File: src/rtl/stream_minmax.sv
// Streaming extremum tracker: folds a valid/ready frame of samples into its
// minimum or maximum, the first position of that extremum and the frame length.
module stream_minmax #(
    parameter int N      = 8,
    parameter int CNT_W  = 8,
    parameter int SIGNED = 0
) (
    input  logic             clk,
    input  logic             rst,
    input  logic             mode,
    input  logic             in_valid,
    input  logic [N-1:0]     in_data,
    input  logic             in_last,
    output logic             in_ready,
    output logic             out_valid,
    input  logic             out_ready,
    output logic [N-1:0]     out_value,
    output logic [CNT_W-1:0] out_index,
    output logic [CNT_W-1:0] out_count,
    output logic             out_ovf
);

    localparam logic [0:0]       ST_ACC  = 1'b0;
    localparam logic [0:0]       ST_DONE = 1'b1;
    localparam logic [CNT_W-1:0] CNT_MAX = {CNT_W{1'b1}};
    localparam logic [CNT_W-1:0] CNT_ONE = CNT_W'(1);

    logic [0:0]       state_q,     state_d;
    logic             mode_q,      mode_d;
    logic [N-1:0]     best_q,      best_d;
    logic [CNT_W-1:0] best_idx_q,  best_idx_d;
    logic [CNT_W-1:0] cnt_q,       cnt_d;
    logic             ovf_q,       ovf_d;
    logic [N-1:0]     res_value_q, res_value_d;
    logic [CNT_W-1:0] res_index_q, res_index_d;
    logic [CNT_W-1:0] res_count_q, res_count_d;
    logic             res_ovf_q,   res_ovf_d;

    logic             accept_s;
    logic [N-1:0]     nb_best_s;
    logic [CNT_W-1:0] nb_idx_s;
    logic [CNT_W-1:0] nb_cnt_s;
    logic             nb_ovf_s;
    logic             nb_mode_s;

    // Strict improvement test; ties return 0 so the earliest sample is kept.
    function automatic logic is_better(input logic [N-1:0] cand,
                                       input logic [N-1:0] cur,
                                       input logic        track_max);
        logic lt_v;
        logic gt_v;
        if (SIGNED != 0) begin
            lt_v = ($signed(cand) < $signed(cur));
            gt_v = ($signed(cand) > $signed(cur));
        end else begin
            lt_v = (cand < cur);
            gt_v = (cand > cur);
        end
        return track_max ? gt_v : lt_v;
    endfunction

    assign accept_s = in_valid && (state_q == ST_ACC);

    // Accumulator update for one accepted beat; cnt_q == 0 marks the frame start.
    always_comb begin
        nb_best_s = best_q;
        nb_idx_s  = best_idx_q;
        nb_cnt_s  = cnt_q;
        nb_ovf_s  = ovf_q;
        nb_mode_s = mode_q;
        if (cnt_q == {CNT_W{1'b0}}) begin
            nb_best_s = in_data;
            nb_idx_s  = {CNT_W{1'b0}};
            nb_cnt_s  = CNT_ONE;
            nb_ovf_s  = 1'b0;
            nb_mode_s = mode;
        end else begin
            // Once saturated cnt_q is all-ones, which is exactly the index to store.
            if (is_better(in_data, best_q, mode_q)) begin
                nb_best_s = in_data;
                nb_idx_s  = cnt_q;
            end else begin
                nb_idx_s  = best_idx_q;
            end
            if (cnt_q == CNT_MAX) begin
                nb_ovf_s = 1'b1;
            end else begin
                nb_cnt_s = cnt_q + CNT_ONE;
            end
        end
    end

    // Next-state, accumulator and result register selection.
    always_comb begin
        state_d     = state_q;
        mode_d      = mode_q;
        best_d      = best_q;
        best_idx_d  = best_idx_q;
        cnt_d       = cnt_q;
        ovf_d       = ovf_q;
        res_value_d = res_value_q;
        res_index_d = res_index_q;
        res_count_d = res_count_q;
        res_ovf_d   = res_ovf_q;
        if (accept_s) begin
            mode_d     = nb_mode_s;
            best_d     = nb_best_s;
            best_idx_d = nb_idx_s;
            ovf_d      = nb_ovf_s;
            if (in_last) begin
                state_d     = ST_DONE;
                cnt_d       = {CNT_W{1'b0}};
                res_value_d = nb_best_s;
                res_index_d = nb_idx_s;
                res_count_d = nb_cnt_s;
                res_ovf_d   = nb_ovf_s;
            end else begin
                cnt_d = nb_cnt_s;
            end
        end else if ((state_q == ST_DONE) && out_ready) begin
            state_d = ST_ACC;
        end else begin
            state_d = state_q;
        end
    end

    // State and datapath registers with synchronous reset.
    always_ff @(posedge clk) begin
        if (rst) begin
            state_q     <= ST_ACC;
            mode_q      <= 1'b0;
            best_q      <= {N{1'b0}};
            best_idx_q  <= {CNT_W{1'b0}};
            cnt_q       <= {CNT_W{1'b0}};
            ovf_q       <= 1'b0;
            res_value_q <= {N{1'b0}};
            res_index_q <= {CNT_W{1'b0}};
            res_count_q <= {CNT_W{1'b0}};
            res_ovf_q   <= 1'b0;
        end else begin
            state_q     <= state_d;
            mode_q      <= mode_d;
            best_q      <= best_d;
            best_idx_q  <= best_idx_d;
            cnt_q       <= cnt_d;
            ovf_q       <= ovf_d;
            res_value_q <= res_value_d;
            res_index_q <= res_index_d;
            res_count_q <= res_count_d;
            res_ovf_q   <= res_ovf_d;
        end
    end

    assign in_ready  = (state_q == ST_ACC);
    assign out_valid = (state_q == ST_DONE);
    assign out_value = res_value_q;
    assign out_index = res_index_q;
    assign out_count = res_count_q;
    assign out_ovf   = res_ovf_q;

endmodule

File: config.mk
export PLATFORM = sky130hd
export DESIGN_NAME = stream_minmax
export DESIGN_NICKNAME = d
export VERILOG_FILES = /design/src/rtl/stream_minmax.sv
export SDC_FILE = /design/constraint.sdc
export NUM_CORES = 1
export LEC_CHECK = 0
export ABC_AREA = 1
export BUFFER_PORTS_ARGS = -buffer_cell sky130_fd_sc_hd__buf_4
export CELL_PAD_IN_SITES_DETAIL_PLACEMENT = 1
export CELL_PAD_IN_SITES_GLOBAL_PLACEMENT = 1
export CORE_MARGIN = 3
export CORE_UTILIZATION = 40
export DETAILED_ROUTE_END_ITERATION = 16
export GPL_ROUTABILITY_DRIVEN = 0
export PLACE_DENSITY = 0.87
export RECOVER_POWER = 25
export SLEW_MARGIN = 40
export SYNTH_ARGS = -nofsm -noshare
export SYNTH_HDL_FRONTEND = slang
export SYNTH_SLANG_ARGS = --single-unit
File: constraint.sdc
create_clock -name clk -period 2.2 [get_ports clk]
set_input_delay 0.44 -clock clk [delete_from_list [all_inputs] [get_ports clk]]
set_output_delay 0.44 -clock clk [all_outputs]
set_load 0.01 [all_outputs]
==> results.py <==
metrics = {
    "power_and_ir_drop": {
        "static-leakage-power_uw": 0.00139,
        "irDropWorstVdd_mv": 0.378,
        "power_density_nw_per_um2": 667,
        "total_power_uw": 2020,
    },
    "hold_path": {
        "hp-start": "mode",
        "hold_path_class": "in -> reg",
        "hold_end": "mode_q",
        "worstHoldPathCells": 3,
    },
    "global_route": {
        "grt_pass1_vias": 2642,
        "grt_max_degree": 27,
        "grt_overflow_total": 0,
        "antenna_found_initial": 0,
        "grt_usage_pct": 20.5,
        "grt_pass1_wl_mm": 12.3,
    },
    "critical_path": {
        "max_stage_delay_ns": 0.36,
        "cp-end-kind": "register",
        "start_kind": "register",
        "reg2reg_depth": 14,
        "crit_top_cell": "nand2_1",
        "crit_type": "reg -> reg",
        "path_buf_inv": 2,
        "worstReg2RegEnd": "out_value[1]",
        "cp_top_family": "simple AND/OR/NAND/NOR gates",
        "crit_slowest_cell": "dfxtp_1",
        "r2r_slack_ns": 0.25,
        "critPathMaxFanout": 9,
        "arrival_ns": 2.17,
        "r2r_start": "best_q[1]",
        "crit_path_cell_trace": "inv_1 -> ha_1 -> nand2_1 -> nand2_1 -> nand2_1 -> nand2_1 -> nand2_1 -> nand3_4 -> nand2_4 -> nand2_2 -> nand2_1 -> nand3_1 -> nand2_1 -> inv_1",
        "critPathRequiredTime_ns": 2.42,
    },
    "cts": {
        "clockBufferDepth": 2,
        "clock-sinks": 52,
        "clock_latency_ns": 0.31,
        "numCtsBuffers": 5,
        "cts_max_level": 2,
        "cts_resized": 0,
        "postCtsSetupBuffers": 0,
        "clk_pin_slew_ns": 0.10,
        "ctsHoldBuffers": 0,
        "cts-root-buf": "clkbuf_8",
        "cts_tree": "done",
    },
    "cells_and_area": {
        "nets": 430,
        "nFillCells": 830,
        "antennaDiodeCount": 0,
        "area_growth_pct": 16.0,
        "final_cell_mix": "nand2_1 (64), inv_1 (52), dfxtp_1 (52)",
        "drive_above_1_share_pct": 13.0,
        "final_cell_area_um2": 3030,
        "utilization_pct": 49.3,
        "final_common_cell": "nand2_1",
    },
    "route": {
        "drt_first_iter_violations": 98,
        "drc": 0,
        "final_antenna_net_count": 0,
        "firstDrtPassIters": 4,
        "detail_route.wl_per_cell_um": 14.8,
        "vias": 2565,
        "routed_wl_mm": 7.15,
        "drt-vias-per-instance": 5.32,
    },
    "timing": {
        "worst_pin_slew_ns": 0.557,
        "fin_worst_skew_ns": 0.00842,
        "period_share_pct": 88.5,
        "slew_headroom_pct": 62.8,
        "timing.final.crit_period_ns": 1.95,
        "setup_tns_ns": 0,
        "fmax_mhz": 514,
        "drv_slew": 0,
        "hold_violations": 0,
        "hold_slack_ns": 0.379,
        "rsz0062_at_grt": "false",
        "setup_viol": 0,
    },
    "floorplan": {
        "coreArea_um2": 6130,
        "initial_core_util_pct": 42.6,
        "rows": 28,
        "die_y_um": 86.8,
        "ioPinCount": 41,
        "die-area_um2": 7530,
        "die_w_um": 86.8,
    },
    "outcome": {
        "status": "finished clean",
    },
    "placement": {
        "placed_cell_area_um2": 3000,
        "dp_hpwl_mm": 5.24,
        "port_buffers": 40,
    },
    "logic_synthesis": {
        "ys_warn_count": 0,
        "ys_types": 28,
        "syn_inst": 366,
        "synth_area_um2": 2610,
        "yosysSeqAreaShare_pct": 39.9,
        "syn-num-nets": 390,
        "yosys_register_bits": 52,
        "avgSynthCellArea_um2": 7.13,
    },
    "run": {
        "maxCapViolCount": 0,
    },
}
-- registers in the layout, indices dropped and copies added, names as in the netlist --
signal / flops
best_idx_q: 8
out_valid: 1
out_ovf: 1
cnt_q: 8
ovf_q: 1
out_count: 8
mode_q: 1
out_index: 8
best_q: 8
out_value: 8
-- how the worst max path moves through the flow --
stage / start / to / slack, ns / cells past startpoint
after floorplan: in_data[7] / best_q[5] / 0.39 / 11
after global placement: in_data[7] / out_value[3] / 0.16 / 11
after detailed placement: in_data[7] / out_value[1] / 0.08 / 11
after CTS: best_q[1] / out_value[1] / 0.25 / 14
after global routing: best_q[1] / best_idx_q[5] / 0.009 / 14
final: best_q[1] / out_value[1] / 0.25 / 14
-- stage by stage --
| stage | setup slack (ns) | instances |
|---|---|---|
| final | 0.253 | 482 |
| after global routing | 0.00920 | 482 |
| after CTS | 0.245 | 482 |
| after detailed placement | 0.0774 | 474 |
| after global placement | 0.159 | 474 |
| after floorplan | 0.393 | 366 |
-- Yosys cell counts --
cell type | instances | area (um^2)
clkbuf_1 | 7 | 26.3
nor3_1 | 3 | 15.0
or2_2 | 3 | 18.8
xor2_1 | 1 | 8.76
buf_6 | 1 | 11.3
o21a_1 | 8 | 60.1
dfxtp_1 | 52 | 1040
nand4_1 | 4 | 25.0
buf_2 | 5 | 25.0
ha_1 | 10 | 125
nor2_4 | 2 | 22.5
nand2_2 | 4 | 25.0
nand3_1 | 49 | 245
nor2_1 | 18 | 67.6
nand3_2 | 1 | 10.0
buf_4 | 1 | 7.51
o21bai_1 | 3 | 22.5
a31oi_1 | 1 | 6.26
a21oi_1 | 40 | 200
nand2_1 | 63 | 236
nand3_4 | 1 | 17.5
a21o_1 | 1 | 7.51
o211ai_1 | 1 | 7.51
inv_1 | 52 | 195
inv_2 | 4 | 15.0
o21ai_0 | 28 | 140
nand2_4 | 2 | 22.5
buf_1 | 1 | 3.75
-- report_power, final --
part	switching, uW	internal, uW
clock	325	257
combinational	252	154
sequential	31.9	998
total	609	1410
-- worst min-delay path, cell delays in order --
cell and delay, ns:
buf_4 0.08, nor3_1 0.04, nor2_1 0.09
-- kinds of logic (layout without fill, tap and decap cells) --
group | count (synthesis) | after routing | synth area share, %
AOI/OAI and AO/OA | 82 | 82 | 17.0
adders and majority gates | 10 | 10 | 4.80
and+or+nand+nor | 150 | 150 | 27.1
xor gates and xnor gates | 1 | 1 | 0.336
DFF | 52 | 52 | 39.9
buffers and inverters | 71 | 112 | 10.9
-- layout make-up --
class,instances,area [um^2],share of cell area (%)
Sequential cell,52,1040,34.4
Multi-Input combinational cell,243,1280,42.3
Inverter,56,210,6.95
Timing Repair Buffer,48,305,10.1
Tap cell,75,93.8,3.10
Clock buffer,7,86.3,2.85
Clock inverter,1,7.51,0.248
-- routing by layer --
metal	up-vias	global-route usage, %	part of all wire [%]
li1	1267	-	-
met1	1231	24.5	44
met2	52	36.7	50
met3	15	3.42	3.7
met4	0	7.37	1.8
met5	-	0	0
No activity file was read; power rests on OpenSTA's default activity.
